### src/rtl/prt_lb_arb_pkg.sv
// prt_lb_arb shared types and constants.
// Two-master local bus arbiter.
package prt_lb_arb_pkg;

  typedef enum logic [1:0] {
    IDLE    = 2'd0,
    WR_END  = 2'd1,
    RD_WAIT = 2'd2
  } state_t;

  localparam logic [31:0] TMO_DATA = 32'hDEAD_BEEF;
  localparam int          DEF_TMO  = 255;

endpackage

### src/rtl/prt_lb_arb.sv
// Round-robin arbiter giving two masters
// access to one local bus, with read timeout.
module prt_lb_arb
  import prt_lb_arb_pkg::*;
#(
  parameter int P_ADR_WIDTH = 22,
  parameter int P_TMO       = DEF_TMO
) (
  input  logic                   RST_IN,
  input  logic                   CLK_IN,
  input  logic [P_ADR_WIDTH-1:0] M0_ADR_IN,
  input  logic [31:0]            M0_DIN_IN,
  input  logic                   M0_WR_IN,
  input  logic                   M0_RD_IN,
  output logic                   M0_RDY_OUT,
  output logic [31:0]            M0_DOUT_OUT,
  output logic                   M0_VLD_OUT,
  input  logic [P_ADR_WIDTH-1:0] M1_ADR_IN,
  input  logic [31:0]            M1_DIN_IN,
  input  logic                   M1_WR_IN,
  input  logic                   M1_RD_IN,
  output logic                   M1_RDY_OUT,
  output logic [31:0]            M1_DOUT_OUT,
  output logic                   M1_VLD_OUT,
  output logic [P_ADR_WIDTH-1:0] LB_ADR_OUT,
  output logic [31:0]            LB_DIN_OUT,
  output logic                   LB_WR_OUT,
  output logic                   LB_RD_OUT,
  input  logic [31:0]            LB_DOUT_IN,
  input  logic                   LB_VLD_IN,
  output logic                   STA_TMO_OUT
);

  localparam logic [15:0] TMO_LIM = 16'(P_TMO);

  state_t      state;
  state_t      state_nxt;
  logic        last_gnt;
  logic        cur_m;
  logic [15:0] cnt;
  logic [15:0] cnt_inc;
  logic        req0;
  logic        req1;
  logic        gnt;
  logic        gnt_m;
  logic        gnt_wr;
  logic        rd_ok;
  logic        rd_tmo;
  logic [31:0] rd_data;

  assign req0    = M0_WR_IN | M0_RD_IN;
  assign req1    = M1_WR_IN | M1_RD_IN;
  assign cnt_inc = cnt + 16'd1;

  always_comb begin
    state_nxt = state;
    gnt       = 1'b0;
    gnt_m     = 1'b0;
    gnt_wr    = 1'b0;
    rd_ok     = 1'b0;
    rd_tmo    = 1'b0;
    rd_data   = TMO_DATA;
    unique case (state)
      IDLE: begin
        if (req0 | req1) begin
          gnt    = 1'b1;
          gnt_m  = (req0 & req1) ? ~last_gnt : req1;
          gnt_wr = gnt_m ? M1_WR_IN : M0_WR_IN;
          state_nxt = gnt_wr ? WR_END : RD_WAIT;
        end
      end
      WR_END: state_nxt = IDLE;
      RD_WAIT: begin
        // real data wins over a coincident timeout
        if (LB_VLD_IN) begin
          rd_ok     = 1'b1;
          rd_data   = LB_DOUT_IN;
          state_nxt = IDLE;
        end else if (cnt_inc == TMO_LIM) begin
          rd_tmo    = 1'b1;
          state_nxt = IDLE;
        end
      end
      default: state_nxt = IDLE;
    endcase
  end

  always_ff @(posedge CLK_IN or posedge RST_IN) begin
    if (RST_IN) state <= IDLE;
    else        state <= state_nxt;
  end

  always_ff @(posedge CLK_IN or posedge RST_IN) begin
    if (RST_IN) begin
      last_gnt    <= 1'b1;
      cur_m       <= 1'b0;
      cnt         <= '0;
      LB_ADR_OUT  <= '0;
      LB_DIN_OUT  <= '0;
      LB_WR_OUT   <= 1'b0;
      LB_RD_OUT   <= 1'b0;
      M0_RDY_OUT  <= 1'b0;
      M1_RDY_OUT  <= 1'b0;
      M0_DOUT_OUT <= '0;
      M1_DOUT_OUT <= '0;
      M0_VLD_OUT  <= 1'b0;
      M1_VLD_OUT  <= 1'b0;
      STA_TMO_OUT <= 1'b0;
    end else begin
      LB_WR_OUT   <= 1'b0;
      LB_RD_OUT   <= 1'b0;
      M0_RDY_OUT  <= 1'b0;
      M1_RDY_OUT  <= 1'b0;
      M0_VLD_OUT  <= 1'b0;
      M1_VLD_OUT  <= 1'b0;
      STA_TMO_OUT <= 1'b0;
      if (gnt) begin
        last_gnt   <= gnt_m;
        cur_m      <= gnt_m;
        cnt        <= '0;
        LB_ADR_OUT <= gnt_m ? M1_ADR_IN : M0_ADR_IN;
        LB_WR_OUT  <= gnt_wr;
        LB_RD_OUT  <= ~gnt_wr;
        M0_RDY_OUT <= ~gnt_m;
        M1_RDY_OUT <= gnt_m;
        if (gnt_wr)
          LB_DIN_OUT <= gnt_m ? M1_DIN_IN : M0_DIN_IN;
      end
      if (state == RD_WAIT && !rd_ok && !rd_tmo)
        cnt <= cnt_inc;
      if (rd_ok | rd_tmo) begin
        STA_TMO_OUT <= rd_tmo;
        if (cur_m) begin
          M1_DOUT_OUT <= rd_data;
          M1_VLD_OUT  <= 1'b1;
        end else begin
          M0_DOUT_OUT <= rd_data;
          M0_VLD_OUT  <= 1'b1;
        end
      end
    end
  end

endmodule

### config.mk
export PLATFORM = sky130hd
export DESIGN_NAME = prt_lb_arb
export DESIGN_NICKNAME = d
export VERILOG_FILES = /design/src/rtl/prt_lb_arb_pkg.sv /design/src/rtl/prt_lb_arb.sv
export SDC_FILE = /design/constraint.sdc
export NUM_CORES = 1
export LEC_CHECK = 0
export BUFFER_PORTS_ARGS = -buffer_cell sky130_fd_sc_hd__buf_2
export CAP_MARGIN = 20
export CORE_ASPECT_RATIO = 0.6
export CORE_MARGIN = 2
export CORE_UTILIZATION = 43
export CTS_CLUSTER_DIAMETER = 30
export DETAILED_ROUTE_END_ITERATION = 12
export GPL_TIMING_DRIVEN = 0
export PLACE_DENSITY = 0.87
export SYNTH_ARGS = -nofsm -noshare
export SYNTH_HDL_FRONTEND = slang
export SYNTH_SLANG_ARGS = --single-unit
### constraint.sdc
create_clock -name CLK_IN -period 4.3 [get_ports CLK_IN]
set_input_delay 0.215 -clock CLK_IN [delete_from_list [all_inputs] [get_ports CLK_IN]]
set_output_delay 0.215 -clock CLK_IN [all_outputs]
set_load 0.1 [all_outputs]
==> results.sh, run 1 <==
export IMPL_synthFlopType="dfrtp_1"
export IMPL_yosys_area_top_type_share=0.583
export IMPL_cts_buffer_depth=2
export IMPL_antenna_found_initial=2
export IMPL_period_minus_slack_ns=2.71
export IMPL_ys_seq_area_frac=0.587
export IMPL_synth_largest_area_cell="dfrtp_1"
export IMPL_area_delta_synth_final_pct=37.9
export IMPL_grt_max_degree=96
export IMPL_worstPathRequired_ns=4.58
export IMPL_cts_tree="built"
export IMPL_max_cap_viol_count=0
export IMPL_cts_resized_gates=0
export IMPL_cts_max_level=4
export IMPL_synthCells=544
export IMPL_synth_common_cells="144 x dfrtp_1, 61 x nand2_1, 48 x o22a_1, 47 x nor2_1, 35 x a21oi_1"
export IMPL_finalWirelength_mm=18.2
export IMPL_grt_pass1_wl_mm=29.5
export IMPL_setup_tns_final_ns=0
export IMPL_rsz0062_at_grt="no"
export IMPL_clock_sinks=145
export IMPL_reg2reg_depth=10
export IMPL_finalSetupViolations=0
export IMPL_finalNetCount=996
export IMPL_drcViolationCount=0
export IMPL_synth_seq_cells=145
export IMPL_hpwlAfterDp_mm=13.6
export IMPL_yosysMostFrequentCell="dfrtp_1"
export IMPL_async_flop_share=1.00
export IMPL_cts_buffers=17
export IMPL_synthesis_nets=693
export IMPL_avgRoutedWirePerCell_um=17.3
export IMPL_insertion_delay_ns=0.41
export IMPL_gr_usage_all_layers=0.239
export IMPL_r2r_start="cnt[0]"
export IMPL_overflow=0
export IMPL_outcome="complete, no violations"
export IMPL_critPathKind="flop to flop"
export IMPL_gp_congestion=0.899
export IMPL_die_y_um=96.9
export IMPL_synth_area_leaders="dfrtp_1 58%, o22a_1 6.8%, mux2i_1 5.5%"
export IMPL_grt_pass1_vias=5623
export IMPL_root_buffer="clkbuf_16"
export IMPL_clk_pin_slew_worst_paths_ns=0.07
export IMPL_layout_drive_gt1_share=0.380
export IMPL_syn_mean_instance_area_um2=11.4
export IMPL_min_path_type="input pin to async pin"
export IMPL_viasPerCell=5.28
export IMPL_fin_crit_sh=0.631
export IMPL_crit_fanout=10
export IMPL_io_pins=272
export IMPL_slew_headroom=0.435
export IMPL_tightest_slew_ns=0.847
export IMPL_dieArea_um2=15400
export IMPL_dr_pass1_iters=5
export IMPL_rows=33
export IMPL_start_util=0.447
export IMPL_slew_viol_final=0
export IMPL_yosysWarnings=0
export IMPL_crit_arrival_ns=2.99
export IMPL_synth_edf_count=0
export IMPL_yosysUniqueCellTypes=49
export IMPL_fmax_mhz=369
export IMPL_vias=5565
export IMPL_endpoint_kind="flop"
export IMPL_core_area_um2=13800
export IMPL_drt_iter0_drc=339
export IMPL_fin_worst_skew_ns=0.0125
export IMPL_r2r_slack_ns=1.59
export IMPL_netlist_area_um2=6180
export IMPL_dieWidth_um=159
export IMPL_r2r_end="M1_DOUT_OUT[12]"
export IMPL_drtAntennaViolNets=0
export IMPL_portBuffers=270
export IMPL_hold_viol=0
export IMPL_critical_path_startpoint_type="flop"
[metal layers]
layer | vias up | track usage | share of wire
met3 | 20 | 0.0742 | 0.079
met1 | 2719 | 0.320 | 0.44
li1 | 2590 | - | -
met4 | 2 | 0.0642 | 0.014
met5 | - | 0 | 0.00072
met2 | 234 | 0.380 | 0.47
[layout by cell type (no fill, tap or decap), drive strengths merged, types with 3 or more instances in the layout]
cell type    netlist  final
clkbuf            17     34
and3               8      8
a22o              18     18
o22a              48     48
dlygate4sd3        0     13
nand2b             5      5
a21oi             36     36
dfrtp            144    144
a22oi             22     22
nor3              11     11
o2111a             3      3
nand2             61     61
inv                7     17
a21o               5      5
mux2i             34     34
nand4              5      5
a211o              9      9
clkinvlp           0      4
nor2              48     48
nand3              9      9
o21ai              4      4
and2               4      4
buf               18    289
[timing repair]
item,4_1_cts,5_1_grt
hold endpoints to repair,13,0
buffers inserted,0,0
hold buffers,13,0
[sequential cells by signal (all words and copies together) (netlist names)]
signal,cells
LB_RD_OUT,1
M0_RDY_OUT,1
cur_m,1
LB_WR_OUT,1
M1_DOUT_OUT,32
LB_DIN_OUT,32
STA_TMO_OUT,1
M1_RDY_OUT,1
LB_ADR_OUT,22
M0_DOUT_OUT,32
last_gnt,1
state,2
M0_VLD_OUT,1
cnt,16
M1_VLD_OUT,1
[logic make-up after synthesis]
| logic type | Yosys count | synth area share |
|---|---|---|
| simple gates | 163 | 0.119 |
| compound gates | 154 | 0.193 |
| flops | 145 | 0.587 |
| buf+inv | 42 | 0.0356 |
| mux | 35 | 0.0568 |
| xor+xnor | 3 | 0.00425 |
| fa+ha+maj | 2 | 0.00405 |
[area by class of cell]
cell class / instances / area [um^2]
repair buffers: 284 / 1510
inverters: 7 / 36.3
diodes: 1 / 2.50
plain buffers: 35 / 189
fillers: 1164 / 5310
well taps: 192 / 240
clock inverters: 15 / 160
clock buffers: 17 / 425
flip-flops and latches: 145 / 3630
multi-input cells: 357 / 2330
[metrics by stage]
stage | setup slack, ns | cells | util | area [um^2] | hold WS (ns)
after floorplan | 0.192 | 544 | - | 6180 | 0.320
after global placement | -1.33 | 1006 | 0.562 | 7780 | 0.407
after detailed placement | 1.60 | 1007 | 0.565 | 7810 | 0.414
after CTS | 1.59 | 1052 | 0.616 | 8520 | 0.000259
after global routing | 1.46 | 1053 | 0.616 | 8530 | 0.0115
final | 1.59 | 1053 | 0.616 | 8530 | 0.00380
[worst max-delay path, cell delays in order, from the launching register on]
cell and delay (ns):
dfrtp_1 0.45, ha_1 0.30, and4_4 0.23, and3_1 0.17, o2111a_1 0.26, o2111a_1 0.24, buf_6 0.15, o21ai_4 0.30
inv_4 0.11, buf_6 0.16, o22a_1 0.20
[worst max-delay path by stage]
stage                                  to  startpoint  slack [ns]
final                     M1_DOUT_OUT[12]      cnt[0]        1.59
after CTS                  M0_DOUT_OUT[0]      cnt[0]        1.59
after global placement      LB_ADR_OUT[6]      RST_IN       -1.33
after detailed placement    LB_DIN_OUT[0]    M0_RD_IN        1.60
after floorplan             LB_ADR_OUT[0]      RST_IN        0.19
after global routing               cnt[0]     cnt[10]        1.46
Power of run 1 is left out: the tool's default activity adds up to more than one toggle a clock period on the data nets, which glitch-free logic cannot reach.
==> run 2: changes to the inputs <==
- CORE_UTILIZATION: 43 -> 47
- PLACE_DENSITY: 0.87 -> 0.89
- clock period: 4.3 -> 2.8 ns (I/O delays scaled with it)
==> results.sh, run 2 (same netlist as run 1, synthesis figures left out) <==
export IMPL_outcome="complete, no violations"
export IMPL_critical_path_startpoint_type="flop"
export IMPL_clk_pin_slew_worst_paths_ns=0.07
export IMPL_clock_sinks=145
export IMPL_final_cell_mix="274 x buf_2, 144 x dfrtp_1, 77 x dlygate4sd3_1, 61 x nand2_1, 48 x o22a_1"
export IMPL_insertion_delay_ns=0.40
export IMPL_area_delta_synth_final_pct=48.6
export IMPL_worstPathRequired_ns=3.08
export IMPL_overflow=0
export IMPL_reg_top3="LB_DIN_OUT (32), M0_DOUT_OUT (32), M1_DOUT_OUT (32)"
export IMPL_rows=32
export IMPL_avgRoutedWirePerCell_um=18.1
export IMPL_slew_headroom=0.501
export IMPL_hold_viol=0
export IMPL_dieWidth_um=152
export IMPL_finalWirelength_mm=19.9
export IMPL_fin_ws_ns=0.0890
export IMPL_drcViolationCount=0
export IMPL_fin_crit_sh=0.968
export IMPL_grt_max_degree=43
export IMPL_finalSetupViolations=0
export IMPL_nFillCells=920
export IMPL_slew_viol_final=0
export IMPL_hpwlAfterDp_mm=13.4
export IMPL_tightest_slew_ns=0.747
export IMPL_core_area_um2=12900
export IMPL_grt_use_met3=0.0875
export IMPL_die_y_um=92.9
export IMPL_drtAntennaViolNets=0
export IMPL_finalNetCount=1063
export IMPL_cp_slowest_stage_delay_ns=0.45
export IMPL_cts_tree="built"
export IMPL_portBuffers=270
export IMPL_grt_pass1_vias=6148
export IMPL_max_cap_viol_count=0
export IMPL_dr_pass1_iters=5
export IMPL_fin_worst_skew_ns=0.00992
export IMPL_crit_slowest_cell="dfrtp_1"
export IMPL_grt_pass1_wl_mm=31.5
export IMPL_cts_max_level=4
export IMPL_min_path_type="input pin to flop"
export IMPL_start_util=0.481
export IMPL_critPathKind="flop to flop"
export IMPL_layout_drive_gt1_share=0.357
export IMPL_dp_slack_ns=0.121
export IMPL_rsz0062_at_grt="no"
export IMPL_use_met2=0.472
export IMPL_viasPerCell=5.50
export IMPL_path_cells="ha_1 -> and4_4 -> and3_1 -> o2111a_1 -> o2111a_1 -> buf_6 -> o21ai_4 -> inv_4 -> buf_6 -> o22a_1"
export IMPL_crit_fanout=10
export IMPL_grt_busiest_layer="met2"
export IMPL_endpoint_kind="flop"
export IMPL_use_met1=0.346
export IMPL_fmax_mhz=369
export IMPL_cts_buffers=17
export IMPL_drt_iter0_drc=407
export IMPL_final_common_cell="buf_2"
export IMPL_post_cts_buffers=0
export IMPL_gr_usage_all_layers=0.281
export IMPL_period_minus_slack_ns=2.71
export IMPL_diodes=0
export IMPL_crit_arrival_ns=2.99
export IMPL_cts_buffer_depth=2
export IMPL_dieArea_um2=14100
export IMPL_root_buffer="clkbuf_16"
export IMPL_io_pins=272
export IMPL_antenna_found_initial=1
export IMPL_gp_congestion=0.918
export IMPL_vias=6031
[run 2: cell types whose count changed in the layout (fill, tap and decap cells not counted)]
cell,previous run,this run
buf_12,0,3
clkinv_2,0,2
diode_2,1,0
dlygate4sd3_1,13,77
inv_6,6,7
inv_8,5,2
nor3_1,11,10
nor3_2,0,1
[run 2: final cells by class]
cell class              count  area [um^2]  area share
well taps                 170          213      0.0232
repair buffers            351         2210       0.241
flip-flops and latches    145         3630       0.395
multi-input cells         357         2340       0.255
clock buffers              17          425      0.0463
plain buffers              35          189      0.0206
inverters                   7         35.0     0.00381
clock inverters            15          146      0.0159
[run 2: repair_timing]
item / in CTS / in global routing
hold buffers: 77 / 0
gates resized for setup: 0 / 1
hold endpoints to repair: 115 / 0
setup endpoints to repair: 0 / 19
[run 2: worst paths after layout]
path | start | endpoint | slack (ns) | cells after the start
worst min-delay path | M0_DIN_IN[10] | LB_DIN_OUT[10] | 0.03 | 3
max in group asynchronous | RST_IN | last_gnt | 1.55 | 5
worst min register to register | M1_DOUT_OUT[4] | M1_DOUT_OUT[4] | 0.50 | 1
worst max-delay path | cnt[0] | M1_DOUT_OUT[6] | 0.09 | 10
worst max register to register | cnt[0] | M1_DOUT_OUT[6] | 0.09 | 10
min in group asynchronous | RST_IN | M0_DOUT_OUT[7] | 0.41 | 3
[run 2: worst max-delay path: cells and delay by family (launching register included)]
| kind | cells | cell delay (ns) |
|---|---|---|
| DFF | 1 | 0.45 |
| AOI/OAI and AO/OA | 4 | 0.99 |
| adders and majority gates | 1 | 0.31 |
| buffers and inverters | 3 | 0.43 |
| and+or+nand+nor | 2 | 0.40 |
[run 2: per-layer routing]
metal | vias up | part of all wire
met5 | - | 0
li1 | 2736 | -
met1 | 2962 | 0.41
met3 | 48 | 0.083
met4 | 0 | 0.024
met2 | 285 | 0.48
[run 2: stage by stage]
step / hold slack [ns] / util / cell area [um^2] / std cells / TNS [ns]
global route: 0.0254 / 0.715 / 9190 / 1097 / 0
finish: 0.0331 / 0.715 / 9190 / 1097 / 0
global placement: 0.330 / 0.603 / 7750 / 984 / -4.74
floorplan: 0.245 / - / 6190 / 544 / 0
detailed placement: 0.295 / 0.610 / 7840 / 988 / 0
CTS: 0.0227 / 0.714 / 9180 / 1097 / 0
Power of run 2 is left out for the same reason.
==> run 3: changes to the inputs <==
- CORE_UTILIZATION: 47 -> 43
- PLACE_DENSITY: 0.89 -> 0.84
==> results.sh, run 3 (same netlist as run 1, synthesis figures left out) <==
export IMPL_outcome="complete, no violations"
export IMPL_fin_worst_skew_ns=0.0130
export IMPL_tightest_slew_ns=0.800
export IMPL_r2r_slack_ns=0.18
export IMPL_max_cap_viol_count=0
export IMPL_hold_viol=0
export IMPL_crit_slowest_cell="dlygate4sd3_1"
export IMPL_cts_buffers=17
export IMPL_fin_crit_sh=0.937
export IMPL_reg2reg_depth=8
export IMPL_layout_drive_gt1_share=0.358
export IMPL_grt_max_degree=42
export IMPL_r2r_start="state[1]"
export IMPL_area_delta_synth_final_pct=48.8
export IMPL_cp_common_cell="clkbuf_1"
export IMPL_core_area_um2=13800
export IMPL_drt_iter0_drc=431
export IMPL_crit_fanout=10
export IMPL_portBuffers=270
export IMPL_path_cells="nor2_1 -> o41ai_1 -> clkbuf_1 -> nor2b_1 -> clkbuf_1 -> a22oi_1 -> nand2_1 -> dlygate4sd3_1"
export IMPL_endpoint_kind="flop"
export IMPL_crit_arrival_ns=2.96
export IMPL_final_common_cell="buf_2"
export IMPL_critical_path_startpoint_type="flop"
export IMPL_dp_slack_ns=0.112
export IMPL_antenna_found_initial=2
export IMPL_worstPathRequired_ns=3.14
export IMPL_period_minus_slack_ns=2.62
export IMPL_grt_pass1_vias=6065
export IMPL_die_y_um=96.9
export IMPL_gr_usage_all_layers=0.258
export IMPL_vias=5946
export IMPL_fmax_mhz=381
export IMPL_viasPerCell=5.30
export IMPL_fin_ws_ns=0.177
export IMPL_cts_max_level=4
export IMPL_cp_depth=8
export IMPL_cp_slowest_stage_delay_ns=0.56
export IMPL_overflow=0
export IMPL_setup_tns_final_ns=0
export IMPL_rows=33
export IMPL_r2r_end="LB_ADR_OUT[0]"
export IMPL_cts_tree="built"
export IMPL_start_util=0.447
export IMPL_nFillCells=1053
export IMPL_drcViolationCount=0
export IMPL_cp_endpoint="LB_ADR_OUT[0]"
export IMPL_dieWidth_um=159
export IMPL_finalWirelength_mm=19.6
export IMPL_hpwlAfterDp_mm=13.8
export IMPL_grt_pass1_wl_mm=31.7
export IMPL_dieArea_um2=15400
export IMPL_cts_buffer_depth=2
export IMPL_cp_num_buf_inv=3
export IMPL_insertion_delay_ns=0.40
export IMPL_critPathKind="flop to flop"
export IMPL_clk_pin_slew_worst_paths_ns=0.07
export IMPL_slew_headroom=0.465
export IMPL_reg_top3="LB_DIN_OUT (32), M0_DOUT_OUT (32), M1_DOUT_OUT (32)"
export IMPL_dr_pass1_iters=5
export IMPL_gp_congestion=0.909
export IMPL_final_cell_mix="273 x buf_2, 144 x dfrtp_1, 77 x dlygate4sd3_1, 61 x nand2_1, 48 x o22a_1"
export IMPL_slew_viol_final=0
export IMPL_finalNetCount=1064
export IMPL_drtAntennaViolNets=0
export IMPL_crit_start="state[1]"
export IMPL_root_buffer="clkbuf_16"
export IMPL_io_pins=272
export IMPL_avgRoutedWirePerCell_um=17.5
export IMPL_clock_sinks=145
export IMPL_crit_family="buffers and inverters"
export IMPL_finalSetupViolations=0
export IMPL_min_path_type="input pin to flop"
-- run 3: area by class of cell --
class	instances	area (um^2)	area share
inverter	7	35.0	0.00381
buffer	35	191	0.0208
multi-input combinational	357	2340	0.254
antenna	2	5.00	0.000544
tap	192	240	0.0261
timing repair buffer	352	2200	0.239
sequential	145	3630	0.394
clock inverter	15	138	0.0150
clock buffer	17	425	0.0462
-- run 3: how the worst min path moves through the flow --
stage               depth (start not counted)           from  slack, ns             end
global placement                            3   M1_ADR_IN[4]       0.34   LB_ADR_OUT[4]
detailed placement                          2         RST_IN       0.32          cnt[2]
CTS                                         3  M1_DIN_IN[28]       0.02  LB_DIN_OUT[28]
finish                                      3  M0_DIN_IN[16]       0.04  LB_DIN_OUT[16]
global route                                3  M0_DIN_IN[11]       0.03  LB_DIN_OUT[11]
floorplan                                   2   M1_ADR_IN[0]       0.25   LB_ADR_OUT[0]
-- run 3: through the flow --
| step | cells | hold slack, ns | cell area [um^2] | utilization |
|---|---|---|---|---|
| after floorplan | 544 | 0.245 | 6190 | - |
| after global placement | 1006 | 0.336 | 7780 | 0.562 |
| after detailed placement | 1009 | 0.319 | 7840 | 0.567 |
| after CTS | 1118 | 0.0203 | 9170 | 0.663 |
| after global routing | 1121 | 0.0342 | 9200 | 0.665 |
| final | 1122 | 0.0366 | 9200 | 0.665 |
-- run 3: per-layer routing --
| metal | share of wire | vias up | global-route usage |
|---|---|---|---|
| met4 | 0.010 | 2 | 0.0621 |
| li1 | - | 2733 | - |
| met1 | 0.42 | 2941 | 0.330 |
| met5 | 0.00066 | - | 0 |
| met2 | 0.49 | 254 | 0.433 |
| met3 | 0.080 | 16 | 0.0802 |
-- run 3: what timing repair did --
item	in CTS	in global routing
hold endpoints to repair	115	0
hold buffers	77	0
gates resized for setup	0	3
buffers inserted	0	2
endpoints found under the setup margin	0	47
-- run 3: worst register-to-register path, stage by stage, from the launching register on --
cell and delay [ns]:
dfrtp_1 0.42, nor2_1 0.12, o41ai_1 0.10, clkbuf_1 0.24, nor2b_1 0.43, clkbuf_1 0.42
a22oi_1 0.15, nand2_1 0.11, dlygate4sd3_1 0.56
Power of run 3 is left out for the same reason.
